<file path="src/rtl/if_stage.sv">
// ---------------------------------------------------------------------------
// if_stage
//
// Instruction-fetch stage and IF/ID pipeline register of the five-stage MIPS
// core. Owns the program counter, drives the instruction-memory address,
// chooses the next PC (sequential, ID-stage J/JR, EX-stage branch redirect)
// and hands the fetched word plus its PC+4 to Decode.
//
// Optional feature macro: IF_PERF_CNT_EN
//   defined   -> fetch_count / bubble_count are live wrapping 32-bit counters
//   undefined -> both outputs are tied to zero and no counter flops exist
// ---------------------------------------------------------------------------
module if_stage #(
   parameter logic [31:0] PC_RESET = 32'h0000_0000
) (
   input  logic        clk,
   input  logic        reset,
   input  logic        stall,
   input  logic        ex_branch_taken,
   input  logic [31:0] ex_branch_target,
   input  logic        id_j,
   input  logic        id_jr,
   input  logic [31:0] id_jr_target,
   input  logic        imem_valid,
   input  logic [31:0] imem_rdata,
   output logic        imem_req,
   output logic [31:0] imem_addr,
   output logic [31:0] IF_ID_Instruction,
   output logic [31:0] IF_ID_PC4,
   output logic        IF_ID_valid,
   output logic [31:0] fetch_count,
   output logic [31:0] bubble_count
);

   typedef enum logic {
      BOOT = 1'b0,
      RUN  = 1'b1
   } state_t;

   state_t      r_state;
   logic [31:0] r_pc;
   logic        r_imemReq;
   logic [31:0] r_ifidInstr;
   logic [31:0] r_ifidPc4;
   logic        r_ifidValid;

   logic [31:0] w_pcPlus4;
   logic [31:0] w_jTarget;
   logic [31:0] w_jrTarget;
   logic [31:0] w_brTarget;
   logic [31:0] w_pcNext;
   logic        w_doFetch;
   logic        w_runBubble;
   logic        w_bootBubble;
   logic        w_writeBubble;
   logic        w_unused;

   // Redirect targets are word aligned; the low two bits of the incoming
   // addresses are dropped on purpose.
   assign w_pcPlus4  = r_pc + 32'd4;
   assign w_jTarget  = {r_ifidPc4[31:28], r_ifidInstr[25:0], 2'b00};
   assign w_jrTarget = {id_jr_target[31:2], 2'b00};
   assign w_brTarget = {ex_branch_target[31:2], 2'b00};
   assign w_unused   = ^{ex_branch_target[1:0], id_jr_target[1:0]};

   // Next-PC selection and IF/ID action for this edge. The if/else chain
   // encodes the redirect priority: EX branch beats everything (even a
   // stall), then the hazard-unit stall, then ID-stage jumps (only when the
   // jump really sits in IF/ID), then a memory miss, else a normal fetch.
   always_comb begin
      w_pcNext     = r_pc;
      w_doFetch    = 1'b0;
      w_runBubble  = 1'b0;
      w_bootBubble = 1'b0;
      if (r_state == BOOT) begin
         w_bootBubble = 1'b1;
      end else if (ex_branch_taken) begin
         w_pcNext    = w_brTarget;
         w_runBubble = 1'b1;
      end else if (stall) begin
         w_pcNext = r_pc;
      end else if (id_j && r_ifidValid) begin
         w_pcNext    = w_jTarget;
         w_runBubble = 1'b1;
      end else if (id_jr && r_ifidValid) begin
         w_pcNext    = w_jrTarget;
         w_runBubble = 1'b1;
      end else if (!imem_valid) begin
         w_pcNext    = r_pc;
         w_runBubble = 1'b1;
      end else begin
         w_pcNext  = w_pcPlus4;
         w_doFetch = 1'b1;
      end
   end

   assign w_writeBubble = w_bootBubble | w_runBubble;

   // Boot/run state machine with the PC and the IF/ID register. Reset wins
   // over every other input, so a redirect arriving with reset is dropped.
   always_ff @(posedge clk) begin
      if (reset) begin
         r_state     <= BOOT;
         r_imemReq   <= 1'b0;
         r_pc        <= PC_RESET;
         r_ifidInstr <= 32'h0;
         r_ifidPc4   <= 32'h0;
         r_ifidValid <= 1'b0;
      end else begin
         case (r_state)
            BOOT: begin
               r_state   <= RUN;
               r_imemReq <= 1'b1;
            end
            RUN: begin
               r_state   <= RUN;
               r_imemReq <= 1'b1;
            end
            default: begin
               r_state   <= BOOT;
               r_imemReq <= 1'b0;
            end
         endcase
         r_pc <= w_pcNext;
         if (w_writeBubble) begin
            r_ifidInstr <= 32'h0;
            r_ifidPc4   <= 32'h0;
            r_ifidValid <= 1'b0;
         end else if (w_doFetch) begin
            r_ifidInstr <= imem_rdata;
            r_ifidPc4   <= w_pcPlus4;
            r_ifidValid <= 1'b1;
         end
      end
   end

   assign imem_req          = r_imemReq;
   assign imem_addr         = r_pc;
   assign IF_ID_Instruction = r_ifidInstr;
   assign IF_ID_PC4         = r_ifidPc4;
   assign IF_ID_valid       = r_ifidValid;

`ifdef IF_PERF_CNT_EN
   logic [31:0] r_fetchCount;
   logic [31:0] r_bubbleCount;

   // Performance counters: accepted instructions and bubbles written while
   // running. Stall cycles count as neither; both wrap naturally.
   always_ff @(posedge clk) begin
      if (reset) begin
         r_fetchCount  <= 32'h0;
         r_bubbleCount <= 32'h0;
      end else begin
         if (w_doFetch) begin
            r_fetchCount <= r_fetchCount + 32'd1;
         end
         if (w_runBubble) begin
            r_bubbleCount <= r_bubbleCount + 32'd1;
         end
      end
   end

   assign fetch_count  = r_fetchCount;
   assign bubble_count = r_bubbleCount;
`else
   assign fetch_count  = 32'h0;
   assign bubble_count = 32'h0;
`endif

endmodule

</file>
<file path="config.mk">
export PLATFORM = sky130hd
export DESIGN_NAME = if_stage
export DESIGN_NICKNAME = d
export VERILOG_FILES = /design/src/rtl/if_stage.sv
export SDC_FILE = /design/constraint.sdc
export NUM_CORES = 1
export LEC_CHECK = 0
export BUFFER_PORTS_ARGS = -buffer_cell sky130_fd_sc_hd__buf_2
export CORE_MARGIN = 2
export CORE_UTILIZATION = 35
export DETAILED_ROUTE_END_ITERATION = 7
export GPL_ROUTABILITY_DRIVEN = 0
export SYNTH_ARGS = -nofsm -noshare
export SYNTH_HDL_FRONTEND = slang
export SYNTH_SLANG_ARGS = --single-unit
</file>
<file path="constraint.sdc">
create_clock -name clk -period 2.6 [get_ports clk]
set_input_delay 0.13 -clock clk [delete_from_list [all_inputs] [get_ports clk]]
set_output_delay 0.13 -clock clk [all_outputs]
set_load 0.1 [all_outputs]
</file>
==> metrics.md, run 1 <==
| Metric | Value |
|---|---|
| Crit share post-route | 0.913 |
| Sequential fraction of the synthesis area | 0.343 |
| Number of synthesized register bits | between 90 and 100 |
| Max incr delay on CP | between 500 and 600 ps |
| Most common cell in the synthesized netlist | nand2_1 |
| Setup Total Neg Slack | 0 ps |
| Total grt overflow | 0 |
| Cts hold-fix bufs | 0 |
| Initial antenna violation count | 4 |
| # IOs | between 200 and 300 |
| Combinational power share | 0.280 |
| Mapped Area | about 0.0055 mm² |
| Final ANT Viol Nets | 0 |
| Postcts setup bufs | 0 |
| VDD IR max | approximately 0.29 mV |
| Die Area | 0.0167 mm² |
| Via count | between 5000 and 6000 |
| Worst slew pin tran | between 600 and 700 ps |
| Required time worst endpoint | roughly 2900 ps |
| Hold Vio Cnt, Final | 0 |
| Largest net degree at the start of global routing | around 60 |
| I/O Buffers | around 190 |
| Clock-pin slew on the worst setup and hold paths | 70 ps |
| RSZ-0062 raised after global routing | no |
| Core Rows | 45 |
| Synth area leaders | dfxtp_1 34%, buf_4 9.6%, nand2_1 7.0% |
| Fin nets | ~1000 |
| Seq pwr share | 0.399 |
| CP endpoint kind | register |
| Share of cells above drive strength 1 | 0.298 |
| Die Height | approximately 130 µm |
| Area leader, netlist | dfxtp_1 |
| Post-CTS sizing | 0 |
| Mean post-synth cell area | 7.63 µm² |
| Power Total | around 3900 µW |
| Unique masters post-synth | between 60 and 70 |
| Tmin final | between 2000 and 2500 ps |
| Status | completed |
| Clock Path Buffers | 2 |
| Worst-path cell chain | nand4_1 > or3_1 > or4_4 > a41o_1 > a221oi_2 |
| Crit-path max FO | 8 |
| Worst setup SP type | register |
| PwrDens | 573 mW/mm² |
| CP arrival | between 2000 and 3000 ps |
| Syn Inst Count | 720 |
| Core area | ~0.015 mm² |
| P_int | ~2300 µW |
| Worst-skew pair later-pin latency | approximately 350 ps |
| Clk pwr share | 0.321 |
| Number of synthesized flops with an enable pin | 0 |
| Leakage | between 0.002 and 0.003 µW |
| Delay-heaviest family, CP | simple AND/OR/NAND/NOR gates |
| Starting Density | 0.360 |
| Slew margin rel. | 0.583 |
| Psw | approximately 1600 µW |
| Final core utilization | 0.443 |
| Switching Share | 0.406 |
| H-Tree Level Count | 3 |
| Routed WL | between 15000 and 20000 µm |
| Asr flop ratio synth | 0 |
| Worst Setup Path Type | register to register |
| Ys Warns | 0 |
| Main synth FF type | dfxtp_1 |
| Commonest cells post-synth | 102 x nand2_1, 94 x dfxtp_1, 70 x buf_4 |
| Slew Viols, Final | 0 |
| Drt drc | 0 |
| Min-delay worst type | input pin to register |
| Root Buffer | clkbuf_16 |
| Max cap viols | 0 |
| HPWL after detailed placement | 15000 µm |
| Total GRT Usage | 0.233 |
| Chip Width | 129 µm |
| CP max stage cell | or4_4 |
| Count of final setup violators | 0 |
| Clk_skew | around 4.4 ps |
| Vias in the first global route | between 5000 and 6000 |
| Avg WL per Cell | around 18 µm |
| Routed vias/inst | about 5.2 |
| CTS Buf Count | 9 |
| Initial DRC count | 481 |
| Buf/Inv on CP | 0 |
| Area Growth Syn to Fin | 23.0% |
| First-pass GRT wire length | ~30000 µm |
| Clock sink total | 94 |
| CTS tree | built |
| TritonRoute pass-1 iters | 5 |
| Area fraction of the dominant cell type after synthesis | 0.343 |
| Fmax achieved | between 400 and 500 MHz |
==> metrics by stage <==
step / hold WS [ps] / cells / cell area (µm²) / setup slack [ps]
finish: 7.96 / 1111 / 6750 / 225
global route: 14.0 / 1111 / 6750 / 103
CTS: 0.992 / 1109 / 6750 / 242
global placement: 371 / 1093 / 6480 / 290
floorplan: 266 / 787 / 5770 / 1.72
detailed placement: 376 / 1093 / 6480 / 268
==> kinds of logic after synthesis <==
kind of cell / count (synthesis) / share of synthesized area
AND/OR/NAND/NOR: 270 / 0.237
AO/OA/AOI/OAI: 193 / 0.235
buffers and inverters: 137 / 0.143
flip-flops: 94 / 0.343
XOR/XNOR: 20 / 0.0319
multiplexers: 4 / 0.00729
adder cells (fa/ha/maj): 1 / 0.00228
other: 1 / 0.000683
==> metal layers <==
metal	vias to the layer above	routed length, µm	GRT usage
met5	-	0	0
met4	0	369	0.0850
met3	21	1970	0.0644
met2	267	8960	0.356
met1	2697	8670	0.313
li1	2824	-	-
==> sequential cells by signal, summed over array words and instances (netlist names) <==
register	cells
imem_req	1
IF_ID_Instruction	32
IF_ID_valid	1
imem_addr	30
IF_ID_PC4	30
==> path summary, 6_finish.rpt <==
check / start / to / slack [ps] / depth (start not counted)
setup / recovery: imem_addr[7]$_SDFFE_PP0P_ / imem_addr[31]$_SDFFE_PP0P_ / 230 / 5
hold / removal: imem_rdata[5] / IF_ID_Instruction[5]$_SDFFE_PP0P_ / 8 / 3
setup reg to reg: imem_addr[7]$_SDFFE_PP0P_ / imem_addr[31]$_SDFFE_PP0P_ / 230 / 5
hold reg to reg: IF_ID_Instruction[29]$_SDFFE_PP0P_ / IF_ID_Instruction[29]$_SDFFE_PP0P_ / 450 / 2
==> area by class of cell <==
class	count	area [µm²]
multi-input combinational	556	3090
fill	1669	8500
clock buffer	9	225
inverter	13	48.8
antenna	2	5.00
timing repair buffer	219	1180
clock inverter	7	41.3
sequential	94	1910
tap	211	264
==> power groups by stage <==
stage | combinational, µW | clock, µW | sequential [µW]
floorplan | 722 | 0 | 1810
global placement | 1080 | 0 | 1570
detailed placement | 1080 | 0 | 1580
CTS | 1080 | 1260 | 1540
global route | 1130 | 1320 | 1550
finish | 1080 | 1240 | 1550
==> placed cells by master (no fill, tap or decap), types with 5 or more instances in the layout <==
cell type and count:
nor2_1 55, o41ai_1 8, dfxtp_2 20, a221oi_1 5, nand4_1 11, o22ai_1 9
nand2_1 102, a31oi_1 15, and4_1 5, conb_1 68, a21oi_1 59, buf_4 26
nand3_1 26, xnor2_1 11, dfxtp_1 74, or4_1 8, nor3_1 16, xor2_1 9
inv_1 13, nor4_1 10, a211oi_1 26, buf_2 192, a311oi_1 7, o211ai_1 5
clkbuf_16 9, clkinv_2 5, o21ai_0 23, or3_1 10
==> worst register-to-register path: stages, from the launching register on <==
cell	delay, ps
dfxtp_2	400
nand4_1	320
or3_1	500
or4_4	560
a41o_1	270
a221oi_2	240
Power figures use the tool's default switching activity.
==> run 2, diff against run 1 <==
--- a/config.mk
+++ b/config.mk
@@ -5,7 +5,9 @@
 export SDC_FILE = /design/constraint.sdc
 export NUM_CORES = 1
 export LEC_CHECK = 0
+export ABC_AREA = 1
 export BUFFER_PORTS_ARGS = -buffer_cell sky130_fd_sc_hd__buf_2
+export CORE_ASPECT_RATIO = 0.7
 export CORE_MARGIN = 2
 export CORE_UTILIZATION = 35
 export DETAILED_ROUTE_END_ITERATION = 7
==> metrics.md, run 2 <==
| Metric | Value |
|---|---|
| Area Growth Syn to Fin | 20.7% |
| Clk_skew | between 9 and 10 ps |
| Number of synthesized flops with an enable pin | 0 |
| Post-CTS sizing | 0 |
| Via count | between 5000 and 6000 |
| Clk pwr share | 0.326 |
| Post-place setup slack | ~570 ps |
| Core area | approximately 0.016 mm² |
| Initial DRC count | between 300 and 400 |
| Routed vias/inst | 4.49 |
| Number of synthesized register bits | 94 |
| Worst-skew pair later-pin latency | approximately 340 ps |
| Max incr delay on CP | 470 ps |
| Commonest non-fill, non-tap cells in the layout | 192 x buf_2, 177 x nand2_1, 168 x nor2_1 |
| Ys Warns | 0 |
| Max reg flops | 32 |
| Total grt overflow | 0 |
| Mean post-synth cell area | 6.36 µm² |
| Asr flop ratio synth | 0 |
| Area fraction of the dominant cell type after synthesis | 0.327 |
| CP endpoint kind | register |
| Vias in the first global route | between 5000 and 6000 |
| Seq pwr share | 0.388 |
| Main synth FF type | dfxtp_1 |
| TritonRoute pass-1 iters | 5 |
| Slew Viols, Final | 0 |
| Clock Path Buffers | 2 |
| Delay-heaviest family, CP | simple AND/OR/NAND/NOR gates |
| CP most frequent cell | nand2_1 |
| PwrDens | around 570 mW/mm² |
| Required time worst endpoint | approximately 2800 ps |
| Share of cells above drive strength 1 | 0.240 |
| CTS tree | built |
| Synth Area in XOR/XNOR | 0.0137 |
| Worst slew pin tran | 814 ps |
| Count of final setup violators | 0 |
| Simple-gate portion of the synthesized area | 0.330 |
| VDD IR max | 0.263 mV |
| Drt drc | 0 |
| Worst-path cell chain | ha_1 > nand3_1 > nor2_1 > nand2_2 > o21ai_0 > nand3_1 > nand2_1 > nand2_1 > nand2_1 > a21oi_1 |
| Worst Setup Path Type | register to register |
| Switching Share | 0.407 |
| Tmin final | between 2000 and 2500 ps |
| Largest net degree at the start of global routing | 79 |
| Starting Density | 0.355 |
| Unique masters post-synth | 27 |
| ANT cells | 0 |
| # IOs | 265 |
| RSZ-0062 raised after global routing | no |
| P_int | 2370 µW |
| Initial antenna violation count | 0 |
| Largest family of logic cells by synthesized area | simple AND/OR/NAND/NOR gates |
| Die Height | approximately 110 µm |
| Crit share post-route | 0.780 |
| Commonest cells post-synth | 177 x nand2_1, 168 x nor2_1, 96 x o21ai_0 |
| Combinational power share | 0.286 |
| Setup Total Neg Slack | 0 ps |
| Die Area | 0.0175 mm² |
| Core Rows | 39 |
| I/O Buffers | ~190 |
| Buf/Inv on CP | 0 |
| CP arrival | 2250 ps |
| Post-synthesis mux area share | 0 |
| Total GRT Usage | 0.214 |
| CTS Buf Count | 9 |
| Syn Inst Count | between 900 and 1000 |
| Slew margin rel. | 0.457 |
| Synth area leaders | dfxtp_1 33%, nand2_1 12%, nor2_1 11% |
| Clock sink total | between 90 and 100 |
| Fmax achieved | roughly 490 MHz |
| First-pass GRT wire length | between 20000 and 30000 µm |
| Root Buffer | clkbuf_16 |
| Final ANT Viol Nets | 0 |
| Crit-path max FO | 7 |
| H-Tree Level Count | 3 |
| Sequential fraction of the synthesis area | 0.327 |
| CP max stage cell | dfxtp_1 |
| Status | completed |
| Mapped Area | between 0.005 and 0.006 mm² |
| Max cap viols | 0 |
| Setup WS post-layout | 572 ps |
| Clock-pin slew on the worst setup and hold paths | around 70 ps |
| Reg2Reg Setup Slack | around 570 ps |
| Most common cell after layout, fill and taps aside | buf_2 |
| Fin nets | about 1200 |
| Most common cell in the synthesized netlist | nand2_1 |
| Psw | about 1600 µW |
| HPWL after detailed placement | roughly 14000 µm |
| Worst setup SP type | register |
| Hold Vio Cnt, Final | 0 |
| Chip Width | 157 µm |
| Adder-Cell Fraction of Synth Area | 0.00217 |
| Leakage | roughly 0.0036 µW |
| Routed WL | ~19000 µm |
| Area leader, netlist | dfxtp_1 |
| Min-delay worst type | input pin to register |
| Compound-cell area share of the yosys netlist | 0.146 |
| Avg WL per Cell | around 14 µm |
==> run 2: cells by family after synthesis <==
| kind of cell | Yosys count |
|---|---|
| buf+inv | 194 |
| other cells | 1 |
| xor+xnor | 9 |
| fa+ha+maj | 1 |
| simple gates | 451 |
| flops | 94 |
| compound gates | 156 |
==> run 2: what timing repair did <==
item / 4_1_cts / 5_1_grt
endpoints found under the hold margin: 5 / 0
buffers inserted: 0 / 0
hold buffers: 4 / 0
==> run 2: final timing paths <==
check | startpoint | end | depth (start not counted)
hold / removal | imem_rdata[17] | IF_ID_Instruction[17]$_SDFFE_PP0P_ | 3
hold reg to reg | IF_ID_Instruction[23]$_SDFFE_PP0P_ | IF_ID_Instruction[23]$_SDFFE_PP0P_ | 2
setup / recovery | imem_addr[2]$_SDFFE_PP0P_ | imem_addr[20]$_SDFFE_PP0P_ | 10
setup reg to reg | imem_addr[2]$_SDFFE_PP0P_ | imem_addr[20]$_SDFFE_PP0P_ | 10
==> run 2: per-stage QoR <==
| stage | total power [µW] | std cells | cell area, µm² | hold WS (ps) | utilization |
|---|---|---|---|---|---|
| 6_report | 4000 | 1309 | 6950 | 5.69 | 0.429 |
| 5_1_grt | 4170 | 1309 | 6950 | 2.87 | 0.429 |
| 3_5_place_dp | 2720 | 1289 | 6620 | 323 | 0.409 |
| 3_3_place_gp | 2720 | 1289 | 6620 | 322 | 0.409 |
| 4_1_cts | 4030 | 1309 | 6950 | 0.963 | 0.429 |
| 2_1_floorplan | 2600 | 973 | 6010 | 199 | - |
==> run 2: cell type report <==
type / count / area, µm²
fillers: 1825 / 9250
multi-input cells: 685 / 3090
flip-flops and latches: 94 / 1880
repair buffers: 208 / 1100
inverters: 81 / 304
well taps: 225 / 282
clock buffers: 12 / 256
clock inverters: 4 / 31.3
==> run 2: worst min-delay path: cells and delay by family <==
kind,cells,cell delay [ps]
and+or+nand+nor,2,110
buffers and inverters,1,70
==> run 2: routing by layer <==
| metal | track usage | up-vias | wire (µm) |
|---|---|---|---|
| met5 | 0 | - | 0 |
| met4 | 0.0309 | 0 | 98 |
| met3 | 0.0496 | 8 | 1490 |
| met2 | 0.312 | 192 | 7410 |
| met1 | 0.325 | 2592 | 9740 |
| li1 | - | 3084 | - |
==> run 2: power by group through the flow <==
stage / Sequential [µW] / Clock (µW) / Combinational (µW)
6_report: 1550 / 1300 / 1140
5_1_grt: 1560 / 1400 / 1210
4_1_cts: 1550 / 1340 / 1140
3_5_place_dp: 1580 / 0 / 1140
3_3_place_gp: 1580 / 0 / 1130
2_1_floorplan: 1870 / 0 / 736
==> run 3, diff against run 2 <==
--- a/config.mk
+++ b/config.mk
@@ -12,6 +12,7 @@
 export CORE_UTILIZATION = 35
 export DETAILED_ROUTE_END_ITERATION = 7
 export GPL_ROUTABILITY_DRIVEN = 0
+export PLACE_DENSITY = 0.65
 export SYNTH_ARGS = -nofsm -noshare
 export SYNTH_HDL_FRONTEND = slang
 export SYNTH_SLANG_ARGS = --single-unit
==> constraint.sdc (replaced) <==
create_clock -name clk -period 1.7 [get_ports clk]
set_input_delay 0.085 -clock clk [delete_from_list [all_inputs] [get_ports clk]]
set_output_delay 0.085 -clock clk [all_outputs]
set_load 0.1 [all_outputs]
==> metrics.md, run 3 (synthesis gave the netlist of run 2 again) <==
| Metric | Value |
|---|---|
| Core Rows | 39 |
| Smallest hold slack | about 3.2 ps |
| CP endpoint kind | register |
| HPWL after detailed placement | roughly 15000 µm |
| Chip Width | 157 µm |
| Max cap viols | 0 |
| P_int | slightly above 4000 µW |
| Largest net degree at the start of global routing | just over 50 |
| Starting Density | 0.355 |
| Total grt overflow | 0 |
| CP max stage cell | dfxtp_4 |
| Worst-path cell chain | ha_4 > nand2_4 > nor2_4 > nand2_4 > nor2_4 > nand2_1 > nand2_1 > nand3_1 > nand2_1 > nand2_1 > nand2_1 > a21oi_1 |
| Tmin final | roughly 1600 ps |
| Cell count of the worst reg-to-reg path | 12 |
| Multi-input logic area | around 0.0033 mm² |
| Crit-path max FO | 5 |
| I/O Buffers | between 150 and 200 |
| Slew margin rel. | 0.657 |
| Required time worst endpoint | between 1500 and 2000 ps |
| Core area | 0.0162 mm² |
| WP depth | 12 |
| Reg area | roughly 0.002 mm² |
| TritonRoute pass-1 iters | 7 |
| Fillers | 1697 |
| CP most frequent cell | nand2_1 |
| Worst Setup Path Type | register to register |
| Psw | 2510 µW |
| Initial antenna violation count | 0 |
| Commonest non-fill, non-tap cells in the layout | 192 x buf_2, 165 x nand2_1, 157 x nor2_1 |
| Power Total | about 6600 µW |
| Worst Hold Depth | 3 |
| Final ANT Viol Nets | 0 |
| Hold Vio Cnt, Final | 0 |
| H-Tree Level Count | 3 |
| Fmax achieved | a little over 600 MHz |
| Crit share post-route | 0.963 |
| Clk_skew | ~7.6 ps |
| Combinational power share | 0.290 |
| Fin nets | about 1200 |
| Vias in the first global route | 5871 |
| Drt drc | 0 |
| Setup WS post-layout | roughly 63 ps |
| CTS Buf Count | 9 |
| Count of final setup violators | 0 |
| VDD IR max | 0.416 mV |
| CTS tree | built |
| Worst-skew pair later-pin latency | 340 ps |
| Fin cells | 1361 |
| Delay-heaviest family, CP | simple AND/OR/NAND/NOR gates |
| Total GRT Usage | 0.221 |
| Most common cell after layout, fill and taps aside | buf_2 |
| Die Height | 111 µm |
| Area Growth Syn to Fin | 35.7% |
| Share of cells above drive strength 1 | 0.311 |
| Die Area | around 0.018 mm² |
| Initial DRC count | 496 |
| Min-delay worst type | input pin to register |
| Root Buffer | clkbuf_16 |
| Avg WL per Cell | 14.6 µm |
| RSZ-0062 raised after global routing | yes |
| Clock-pin slew on the worst setup and hold paths | 70 ps |
| Routed WL | between 15000 and 20000 µm |
| Dpl cells | 1314 |
| Worst slew pin tran | 518 ps |
| Clock sink total | 94 |
| Max reg flops | 32 |
| Leakage | ~0.0040 µW |
| Status | completed |
| Post-place setup slack | around 35 ps |
| Switching Share | 0.382 |
| Clk pwr share | 0.351 |
| Clock Path Buffers | 2 |
| ANT cells | 0 |
| Seq pwr share | 0.360 |
| # IOs | roughly 270 |
| Slew Viols, Final | 0 |
| Via count | 6303 |
| PwrDens | between 800 and 900 mW/mm² |
| Max incr delay on CP | approximately 370 ps |
| First-pass GRT wire length | between 30000 and 40000 µm |
| Buf/Inv on CP | 0 |
| Routed vias/inst | between 4 and 5 |
| CP arrival | around 1900 ps |
| Worst setup SP type | register |
run 3: changes by cell type in the layout (fill, tap and decap cells not counted), moves of 12 or more:
cell / change
dfxtp_2: +19
buf_4: +20
dfxtp_1: -31
dlygate4sd3_1: +22
dfxtp_4: +12
nand2_1: -12
run 3: layer usage:
| metal | share of wire | global-route usage |
|---|---|---|
| met1 | 0.48 | 0.315 |
| met2 | 0.42 | 0.337 |
| met3 | 0.087 | 0.0559 |
| met4 | 0.0094 | 0.0442 |
| met5 | 0 | 0 |
run 3: power by group through the flow:
stage	Clock (µW)	Sequential, µW	Combinational [µW]
after floorplan	0	2870	1120
after global placement	0	2410	1820
after detailed placement	0	2410	1830
after CTS	2350	2360	1880
after global routing	2440	2370	2010
final	2300	2360	1910
run 3: cell type report:
cell class	instances	share of cell area
clock buffers	15	0.0399
repair buffers	260	0.213
well taps	225	0.0360
inverters	81	0.0392
flip-flops and latches	94	0.250
clock inverters	1	0.00384
multi-input cells	685	0.419
run 3: worst reg2reg max path: cells and delay by family, from the launching register on:
family / cells / cell delay (ps)
simple gates: 10 / 940
compound gates: 1 / 60
fa+ha+maj: 1 / 160
flops: 1 / 370
run 3: stage by stage:
stage | TNS [ps] | area, µm² | utilization
floorplan | -6.84 | 6090 | -
global placement | 0 | 6980 | 0.431
detailed placement | 0 | 6980 | 0.431
CTS | 0 | 7590 | 0.468
global route | -467 | 7810 | 0.482
finish | 0 | 7810 | 0.482
run 3: timing repair:
action / 4_1_cts / 5_1_grt
hold endpoints to repair: 27 / 0
gates resized for setup: 1 / 52
setup endpoints to repair: 1 / 59
pin swaps: 0 / 14
hold buffers: 26 / 0
gates cloned: 0 / 1
buffers inserted: 0 / 4
run 3: path summary, 6_finish.rpt:
check	start	to	slack [ps]
setup reg to reg	imem_addr[3]$_SDFFE_PP0P_	imem_addr[22]$_SDFFE_PP0P_	60
setup / recovery	imem_addr[3]$_SDFFE_PP0P_	imem_addr[22]$_SDFFE_PP0P_	60
hold / removal	imem_rdata[27]	IF_ID_Instruction[27]$_SDFFE_PP0P_	3
hold reg to reg	IF_ID_Instruction[24]$_SDFFE_PP0P_	IF_ID_Instruction[24]$_SDFFE_PP0P_	470
